$ cat src/rtl/bus_ram_responder.sv
// Load/store bus responder in front of a byte-lane data RAM with programmable wait states.
// Optional BUS_MISALIGN_ERR_EN: flag misaligned and unsupported accesses as errors instead of aligning them.
module bus_ram_responder #(
  parameter int          DEPTH       = 64,
  parameter logic [31:0] BASE_ADDR   = 32'h1000_0000,
  parameter int          WAIT_CYCLES = 0
) (
  input  logic        clk,
  input  logic        reset,
  input  logic        busReq,
  input  logic        busWe,
  input  logic [31:0] busAddr,
  input  logic [2:0]  busFunct3,
  input  logic [31:0] busWData,
  output logic [31:0] busRData,
  output logic        busReady,
  output logic        busErr
);

  localparam int          AW        = (DEPTH > 1) ? $clog2(DEPTH) : 1;
  localparam logic [31:0] SPAN      = 32'(DEPTH * 4);
  localparam logic [3:0]  WAIT_LOAD = (WAIT_CYCLES > 0) ? 4'(WAIT_CYCLES - 1) : 4'd0;

  typedef enum logic [1:0] {IDLE, WAIT, RESP} state_t;

  state_t      state_reg, state_next;
  logic [3:0]  cnt_reg, cnt_next;
  logic        we_reg;
  logic [31:0] addr_reg;
  logic [2:0]  funct3_reg;
  logic [31:0] wdata_reg;
  logic [31:0] rdata_reg;
  logic        err_reg;

  logic [31:0] src_addr;
  logic [2:0]  src_funct3;
  logic [31:0] off;
  logic        in_range;
  logic [AW-1:0] idx;
  logic [1:0]  lane_raw;
  logic [1:0]  lane;
  logic [1:0]  size;
  logic        unsupported;
  logic        misaligned;
  logic        acc_err;
  logic [31:0] rd_word;
  logic [7:0]  byte_sel;
  logic [15:0] half_sel;
  logic [31:0] load_data;
  logic [3:0]  be;
  logic [31:0] wr_data;
  logic        wr_en;

  // With zero wait states the response is computed straight from the live request
  // on the capture edge; otherwise the captured copy drives the datapath.
  assign src_addr   = (state_reg == IDLE) ? busAddr   : addr_reg;
  assign src_funct3 = (state_reg == IDLE) ? busFunct3 : funct3_reg;

  assign off         = src_addr - BASE_ADDR;
  assign in_range    = (off < SPAN);
  assign idx         = off[AW+1:2];
  assign lane_raw    = off[1:0];
  assign size        = src_funct3[1:0];
  assign unsupported = (src_funct3 == 3'b011) || (src_funct3[2:1] == 2'b11);
  assign misaligned  = ((size == 2'b01) && lane_raw[0]) || (size[1] && (lane_raw != 2'b00));

`ifdef BUS_MISALIGN_ERR_EN
  assign acc_err = !in_range || unsupported || misaligned;
`else
  assign acc_err = !in_range;
`endif

  always_comb begin
    lane = 2'b00;
    case (size)
      2'b00:   lane = lane_raw;
      2'b01:   lane = {lane_raw[1], 1'b0};
      default: lane = 2'b00;
    endcase
  end

  genvar gi;
  generate
    for (gi = 0; gi < 4; gi++) begin : g_lane
      logic [7:0] mem [DEPTH];
      always_ff @(posedge clk) begin
        if (wr_en && be[gi]) begin
          mem[idx] <= wr_data[8*gi +: 8];
        end
      end
      assign rd_word[8*gi +: 8] = mem[idx];
    end
  endgenerate

  always_comb begin
    byte_sel = rd_word[7:0];
    case (lane)
      2'd0: byte_sel = rd_word[7:0];
      2'd1: byte_sel = rd_word[15:8];
      2'd2: byte_sel = rd_word[23:16];
      2'd3: byte_sel = rd_word[31:24];
      default: byte_sel = rd_word[7:0];
    endcase
  end
  assign half_sel = lane[1] ? rd_word[31:16] : rd_word[15:0];

  always_comb begin
    load_data = rd_word;
    case (src_funct3)
      3'b000:  load_data = {{24{byte_sel[7]}}, byte_sel};
      3'b001:  load_data = {{16{half_sel[15]}}, half_sel};
      3'b100:  load_data = {24'd0, byte_sel};
      3'b101:  load_data = {16'd0, half_sel};
      default: load_data = rd_word;
    endcase
    if (acc_err) begin
      load_data = 32'd0;
    end
  end

  // Store data is replicated across lanes so the byte enables alone pick the target bytes.
  always_comb begin
    be      = 4'b1111;
    wr_data = wdata_reg;
    case (size)
      2'b00: begin
        be      = 4'b0001 << lane;
        wr_data = {4{wdata_reg[7:0]}};
      end
      2'b01: begin
        be      = 4'b0011 << lane;
        wr_data = {2{wdata_reg[15:0]}};
      end
      default: begin
        be      = 4'b1111;
        wr_data = wdata_reg;
      end
    endcase
  end

  assign wr_en = (state_reg == RESP) && we_reg && !acc_err;

  always_comb begin
    state_next = state_reg;
    cnt_next   = cnt_reg;
    case (state_reg)
      IDLE: begin
        if (busReq) begin
          if (WAIT_CYCLES > 0) begin
            state_next = WAIT;
            cnt_next   = WAIT_LOAD;
          end else begin
            state_next = RESP;
          end
        end
      end
      WAIT: begin
        if (cnt_reg == 4'd0) begin
          state_next = RESP;
        end else begin
          cnt_next = cnt_reg - 4'd1;
        end
      end
      RESP:    state_next = IDLE;
      default: state_next = IDLE;
    endcase
  end

  always_ff @(posedge clk or negedge reset) begin
    if (!reset) begin
      state_reg  <= IDLE;
      cnt_reg    <= 4'd0;
      we_reg     <= 1'b0;
      addr_reg   <= 32'd0;
      funct3_reg <= 3'd0;
      wdata_reg  <= 32'd0;
      rdata_reg  <= 32'd0;
      err_reg    <= 1'b0;
    end else begin
      state_reg <= state_next;
      cnt_reg   <= cnt_next;
      if ((state_reg == IDLE) && busReq) begin
        we_reg     <= busWe;
        addr_reg   <= busAddr;
        funct3_reg <= busFunct3;
        wdata_reg  <= busWData;
      end
      if (state_next == RESP) begin
        rdata_reg <= load_data;
        err_reg   <= acc_err;
      end
    end
  end

  assign busReady = (state_reg == RESP);
  assign busRData = rdata_reg;
  assign busErr   = err_reg;

endmodule

$ cat config.mk
export PLATFORM = sky130hd
export DESIGN_NAME = bus_ram_responder
export DESIGN_NICKNAME = d
export VERILOG_FILES = /design/src/rtl/bus_ram_responder.sv
export SDC_FILE = /design/constraint.sdc
export NUM_CORES = 2
export LEC_CHECK = 0
export ABC_AREA = 1
export CORE_UTILIZATION = 55
export CTS_CLUSTER_DIAMETER = 50
export DETAILED_ROUTE_END_ITERATION = 8
export PLACE_DENSITY = 0.71
export SLEW_MARGIN = 30
export SYNTH_ARGS = -nofsm -noshare
export SYNTH_HDL_FRONTEND = slang
export SYNTH_SLANG_ARGS = --single-unit
$ cat constraint.sdc
create_clock -name clk -period 4.95 [get_ports clk]
set_input_delay 0.99 -clock clk [delete_from_list [all_inputs] [get_ports clk]]
set_output_delay 0.99 -clock clk [all_outputs]
set_load 0.01 [all_outputs]
# Word level (Yosys, flattened, before mapping)
# Memories as Yosys holds them, arrays and structs flattened.
# Cells that the tools add are included.
# totals
memories	4
wordCells	62
mem_bits_rw	2048
input_bits	71
out_inout_bits	34
ff_bits	107
# mem_list
memory	words	width	read_ports	rd_clocked_by_memory_dff	wr	line	rtl
g_lane[0].mem	64	8	1	0	1	85	logic [7:0] mem [DEPTH];
g_lane[1].mem	64	8	1	0	1	85	
g_lane[2].mem	64	8	1	0	1	85	
g_lane[3].mem	64	8	1	0	1	85	
# classes
bitwise_logic	1
n_shift	2
n_addsub	2
reduce_logical	14
n_eq_ne	10
mux	20
magnitude_cmp	1
# ops
cell	count
case mux 32 bit (4 select lines)	1
two-way mux 32 bit	2
case mux 32 bit (2 select lines)	1
< comparator 32 x 9 -> 1 bit (second input constant)	1
case mux 8 bit (4 select lines)	1
subtractor 32 x 29 -> 32 bit (second input constant)	1
two-way mux 16 bit	1
== test 2 bit (second input constant)	4
two-way mux 1 bit	8
case mux 2 bit (2 select lines)	2
case mux 4 bit (2 select lines)	1
logical AND 1 bit	7
== test 2 x 1 -> 1 bit (second input constant)	3
== test 3 bit (second input constant)	2
zero test 2 bit	3
zero test 4 bit	1
two-way mux 2 bit	2
left shift 1 x 2 -> 4 bit (first input constant)	1
left shift 2 x 2 -> 4 bit (first input constant)	1
subtractor 4 x 1 -> 4 bit (second input constant)	1
== test 3 x 1 -> 1 bit (second input constant)	1
zero test 3 bit	1
two-way mux 3 bit	1
AND reduction 2 bit	1
2 further kinds	2

# Longest topological paths before layout
# depth
ltp_word	9
ltp_mapped	22
depth_no_buf	20

# Worst setup path after synthesis
# OpenSTA, ideal clock, no wires.
# synth_timing
kind	in2reg
start	input busFunct3[1]
end	memory g_lane[2].mem[0][0], data pin
arrival_time_ns	3.918
stages	5
t_required_ns	4.248
n_path_buf	1
setup_slack_ns	0.330
setup_ns	0.702
path_cell_list	inv_1 -> nand2_1 -> o21ai_1 -> clkbuf_1 -> o21ai_0
# synth_between
elab_chain_cells	3
word_cells_on_any_way	4
classes_between	1 x eq/ne; 2 x mux; 1 x reduce/logical
# synth_rtl
item	line	rtl
start: declaration	13	input logic [2:0] busFunct3,
two-way mux 3 bit *	57	assign src_funct3 = (state_reg == IDLE) ? busFunct3 : funct3_reg;
== test 2 x 1 -> 1 bit / zero test 2 bit (equally long branches)	125	case (size)
case mux 32 bit (2 select lines) *	125	
via wr_data[16]	51	logic [31:0] wr_data;
end: declaration	85	
# The timed path passes the listed nets; every way through them passes the cells marked *.

# Final worst setup path
# layout_timing
start	register state_reg[0]
end	register rdata_reg[16] (netlist: busRData[16])
# layout_between
elab_chain_cells	8
word_cells_on_any_way	29
classes_between	1 x add/sub; 1 x order compare; 9 x eq/ne; 10 x mux; 4 x reduce/logical; 4 x memory
# layout_rtl
item	line	rtl
start: declaration	26	state_t state_reg, state_next;
start signal: assignment	180	state_reg <= state_next;
parallel branches: the longest is 8 deep, another holds subtractor 32 x 29 -> 32 bit	--	
end signal: assignment	189	rdata_reg <= load_data;
end: declaration	32	logic [31:0] rdata_reg;
# Several ways; the timed one is not identified.
# A chain may end at the register's enable or synchronous reset.

==> impl_results.html <==
<table>
<tr><th>Metric</th><th>Value</th></tr>
<tr><th colspan="2">STA</th></tr>
<tr><td>Final setup violation count</td><td>0</td></tr>
<tr><td>Worst-margin pin slew</td><td>1.13 ns</td></tr>
<tr><td>Min cycle time layout</td><td>approximately 4.6 ns</td></tr>
<tr><td>Portion of the clock cycle consumed by the worst path in the final layout</td><td>92.5%</td></tr>
<tr><td>Number of hold violations in the final report</td><td>0</td></tr>
<tr><td>Clock skew after layout</td><td>0.0320 ns</td></tr>
<tr><td>Highest Clock Rate</td><td>218 MHz</td></tr>
<tr><td>Final sum of negative setup slack</td><td>0 ns</td></tr>
<tr><td>Worst max-slew margin expressed relative to the limit</td><td>24.6%</td></tr>
<tr><td>Setup repair after global routing missed its margin</td><td>no</td></tr>
<tr><td>Max-slew violations</td><td>0</td></tr>
<tr><th colspan="2">Worst setup path</th></tr>
<tr><td>Most common cell type on the critical path</td><td>nand2_1</td></tr>
<tr><td>Worst-path fanout max</td><td>45</td></tr>
<tr><td>Startpoint type of the worst setup path</td><td>flip-flop</td></tr>
<tr><td>Data required time at the worst endpoint</td><td>5.74 ns</td></tr>
<tr><td>Slowest library cell on the worst path</td><td>nor2_4</td></tr>
<tr><td>Top delay family on crit path</td><td>simple AND/OR/NAND/NOR gates</td></tr>
<tr><td>CP Data Arrival Time</td><td>5.37 ns</td></tr>
<tr><td>Type of element capturing the critical path</td><td>flip-flop</td></tr>
<tr><td>Crit path largest cell delay</td><td>between 0.6 and 0.7 ns</td></tr>
<tr><td>Cells along the critical path</td><td>nor2_4 &gt; nand2_1 &gt; nand2_8 &gt; buf_4 &gt; nand2_1 &gt; nand3_1 &gt; nand2_1 &gt; o21ai_1 &gt; nand2_1 &gt; nor2_1 &gt; buf_4 &gt; nand3_1 &gt; nand4_2 &gt; nand3_4 &gt; nand2_4 &gt; nand2_1 &gt; nand2_1</td></tr>
<tr><td>Type of the worst setup path</td><td>reg -&gt; reg</td></tr>
<tr><td>Count of buffering cells on the critical path with inverters included</td><td>2</td></tr>
<tr><th colspan="2">Placed design</th></tr>
<tr><td>Routability Congestion</td><td>0.943</td></tr>
<tr><td>Placed instance area</td><td>89000 µm²</td></tr>
<tr><td>Port Buffer Count</td><td>104</td></tr>
<tr><td>HPWL after detailed placement</td><td>~150000 µm</td></tr>
<tr><th colspan="2">Global routing</th></tr>
<tr><td>First-pass GRT wire length</td><td>352000 µm</td></tr>
<tr><td>Largest net degree at the start of global routing</td><td>85</td></tr>
<tr><td>Total Routing Usage GR</td><td>32.0%</td></tr>
<tr><td>Global route overflow</td><td>0</td></tr>
<tr><td>Number of antenna violations at the first check in global routing</td><td>6</td></tr>
<tr><td>Via count of the first global-routing pass</td><td>roughly 52000</td></tr>
<tr><th colspan="2">Clocking</th></tr>
<tr><td>Number of sinks driven by the clock tree</td><td>2155</td></tr>
<tr><td>H-tree depth</td><td>4</td></tr>
<tr><td>Clock Tree Buf Depth</td><td>3</td></tr>
<tr><td>Hold bufs inserted after CTS</td><td>0</td></tr>
<tr><td>Quantity of gates resized following cts</td><td>0</td></tr>
<tr><td>Post-CTS Repair Setup Buffers</td><td>0</td></tr>
<tr><td>CTS root buffer</td><td>clkbuf_16</td></tr>
<tr><td>CTS clock-pin slew for the worst setup and hold paths</td><td>0.06 ns</td></tr>
<tr><td>Worst skew pair latency</td><td>0.86 ns</td></tr>
<tr><td>Clock tree from TritonCTS</td><td>yes</td></tr>
<tr><td>Cts bufs inserted</td><td>204</td></tr>
<tr><th colspan="2">Min path</th></tr>
<tr><td>Class of the tightest hold or removal check</td><td>in -&gt; async</td></tr>
<tr><th colspan="2">Synth</th></tr>
<tr><td>Flop and latch count out of synthesis</td><td>2155</td></tr>
<tr><td>Fraction of registers with async set or reset after synthesis</td><td>slightly below 5%</td></tr>
<tr><td>Number of enable-type register cells in the synthesized netlist</td><td>2048</td></tr>
<tr><td>Per-instance average area after synthesis</td><td>13.3 µm²</td></tr>
<tr><td>Post-synthesis sequential area ratio</td><td>77.1%</td></tr>
<tr><td>Syn Nets</td><td>6315</td></tr>
<tr><td>Post-synthesis cell area</td><td>between 80000 and 90000 µm²</td></tr>
<tr><td>Number of standard cells after synthesis</td><td>6243</td></tr>
<tr><td>Cell variety after synth</td><td>41</td></tr>
<tr><td>Main flop type after synthesis</td><td>edfxtp_1</td></tr>
<tr><td>Warnings, synthesis</td><td>0</td></tr>
<tr><th colspan="2">Layout</th></tr>
<tr><td>Fillcell total</td><td>10800</td></tr>
<tr><td>Finished layout cell area</td><td>about 96000 µm²</td></tr>
<tr><td>Max FFs per register</td><td>2048</td></tr>
<tr><td>Fraction of final layout cells with drive strength greater than 1</td><td>11.9%</td></tr>
<tr><td>Total number of nets in the final design</td><td>roughly 6700</td></tr>
<tr><td>Final Core Density</td><td>63.7%</td></tr>
<tr><td>Largest register by flop count</td><td>g_lane.mem</td></tr>
<tr><td>Signed area change from the synthesized netlist to the final layout</td><td>14.8%</td></tr>
<tr><th colspan="2">Drt</th></tr>
<tr><td>Number of detailed-routing iterations run before antenna repair</td><td>9</td></tr>
<tr><td>DRC marker count from the first detailed-route iteration</td><td>7844</td></tr>
<tr><td>Number of DRC violations after detailed routing</td><td>27</td></tr>
<tr><td>Post-detailed-routing wire length</td><td>245000 µm</td></tr>
<tr><td>Via Count</td><td>about 54000</td></tr>
<tr><td>Via count normalized by instance count</td><td>between 6 and 7</td></tr>
<tr><td>Post-detailed-route wirelength per cell</td><td>27.7 µm</td></tr>
<tr><td>Post-detailed-route count of antenna-violating nets</td><td>0</td></tr>
<tr><th colspan="2">Die</th></tr>
<tr><td>Die Outline Area</td><td>153000 µm²</td></tr>
<tr><td>Site Rows</td><td>approximately 140</td></tr>
<tr><td>Effective utilization at floorplan</td><td>a little under three fifths</td></tr>
<tr><td>Core Region</td><td>150000 µm²</td></tr>
<tr><td>Die Span Y</td><td>391 µm</td></tr>
<tr><td>Floorplan die width</td><td>391 µm</td></tr>
<tr><td>IO Count</td><td>105</td></tr>
<tr><th colspan="2">Run</th></tr>
<tr><td>Number of max-cap violations</td><td>0</td></tr>
<tr><th colspan="2">Pwr</th></tr>
<tr><td>Worst-case vdd ir drop</td><td>0.000340 V</td></tr>
<tr><td>Power per Cell Area</td><td>424 nW/µm²</td></tr>
<tr><td>Net switching power</td><td>0.0101 W</td></tr>
<tr><td>Part of the power in registers</td><td>51.4%</td></tr>
<tr><td>Part of the total power dissipated in combinational logic</td><td>between 10% and 20%</td></tr>
<tr><td>Switching power share of the total</td><td>24.9%</td></tr>
<tr><td>Internal power</td><td>0.0304 W</td></tr>
<tr><td>Part of the total power dissipated in the clock network</td><td>38.0%</td></tr>
<tr><td>Leak</td><td>33.4 nW</td></tr>
<tr><th colspan="2">Outcome</th></tr>
<tr><td>Result of the run</td><td>finished with violations</td></tr>
<tr><td>Violated checks</td><td>DRC</td></tr>
</table>
==> area by class of cell <==
cell class | count | area (µm²) | area share, %
well taps | 2016 | 2520 | 2.64
clock inverters | 103 | 1070 | 1.12
repair buffers | 524 | 4830 | 5.05
flip-flops and latches | 2155 | 64200 | 67.2
multi-input cells | 3693 | 17200 | 18.0
inverters | 70 | 270 | 0.283
diodes | 6 | 15.0 | 0.0157
clock buffers | 267 | 5430 | 5.68
==> kinds of logic (layout without fill, tap and decap cells) <==
group	after synthesis	in the layout	synth area share [%]
compound gates	768	768	5.99
xor+xnor	1	1	0.0105
flops	2155	2155	77.1
fa+ha+maj	1	1	0.0150
other cells	0	6	0
buf+inv	395	964	2.59
simple gates	2923	2923	14.3
==> power groups by stage <==
stage               registers [W]  clock network [W]  logic [W]
finish                     0.0208             0.0154    0.00428
global route               0.0208             0.0161    0.00450
CTS                        0.0208             0.0154    0.00418
detailed placement         0.0212                  0    0.00415
global placement           0.0212                  0    0.00406
floorplan                  0.0212                  0    0.00216
==> metrics by stage <==
step,setup WS [ns],hold WS [ns],power [W],cells
6_report,0.372,0.180,0.0405,8834
5_1_grt,0.175,0.220,0.0414,8829
4_1_cts,0.438,0.322,0.0404,8828
3_5_place_dp,0.104,0.469,0.0253,8458
3_3_place_gp,0.141,0.458,0.0253,8457
2_1_floorplan,0.330,0.442,0.0234,6243
==> final timing paths <==
path | from | end | slack (ns) | cells past startpoint
min | reset | addr_reg[5] | 0.18 | 1
max | state_reg[0] | busRData[16] | 0.37 | 17
min in group clk | wdata_reg[26] | wdata_reg[26] | 0.48 | 2
min reg2reg | wdata_reg[26] | wdata_reg[26] | 0.48 | 2
max reg2reg | state_reg[0] | busRData[16] | 0.37 | 17
max in group asynchronous | reset | wdata_reg[2] | 3.80 | 2
==> worst reg2reg max path, stage by stage (launching register included) <==
cell     delay [ns]
dfrtp_1        0.52
nor2_4         0.69
nand2_1        0.29
nand2_8        0.41
buf_4          0.42
nand2_1        0.11
nand3_1        0.11
nand2_1        0.05
o21ai_1        0.28
nand2_1        0.16
nor2_1         0.48
buf_4          0.21
nand3_1        0.10
nand4_2        0.15
nand3_4        0.16
nand2_4        0.22
nand2_1        0.09
nand2_1        0.07
==> routing by layer <==
metal	up-vias	track usage, %	share of wire [%]
met4	18	16.2	5.6
met5	-	1.02	0.15
met3	690	8.53	12
met1	26700	42.3	36
met2	3658	49.0	46
li1	23400	-	-
==> cells in the mapped netlist, drive strengths merged (58+ instances only) <==
library cell	count	area share (%)
nand2	1125	5.2
dfrtp	107	3.2
inv	67	0.30
edfxtp	2048	74
nand4	97	0.74
o21ai	126	0.78
nor2	1421	6.5
o22a	143	1.5
o22ai	438	3.3
nand3	158	0.97
nand3b	58	0.52
buf	283	2.1
==> placed cells by master (no fill, tap or decap), types with 6 or more instances in the layout <==
cell type,netlist,routed
edfxtp_1,2048,2048
nor2_1,1414,1392
nand2_1,1107,1091
o22ai_1,438,438
buf_4,50,370
clkbuf_16,0,205
nand3_1,156,148
o22a_1,143,143
clkdlybuf4s50_1,0,103
dfrtp_1,107,99
o21ai_0,97,96
nand4_1,96,96
inv_1,61,61
nand3b_1,58,58
clkbuf_1,42,54
buf_12,0,49
a21oi_1,48,48
nor3_1,47,46
clkinv_1,3,37
clkinv_2,0,28
o21ai_1,25,25
nor2_2,2,24
nand2_2,11,21
bufinv_16,0,18
nand3_2,1,9
nand2_8,0,9
inv_6,0,9
nor3_4,0,7
dfrtp_2,0,7
diode_2,0,6
nor4_1,6,6
clkbuf_8,0,6
Note: power is estimated with default switching activity, not from simulation.
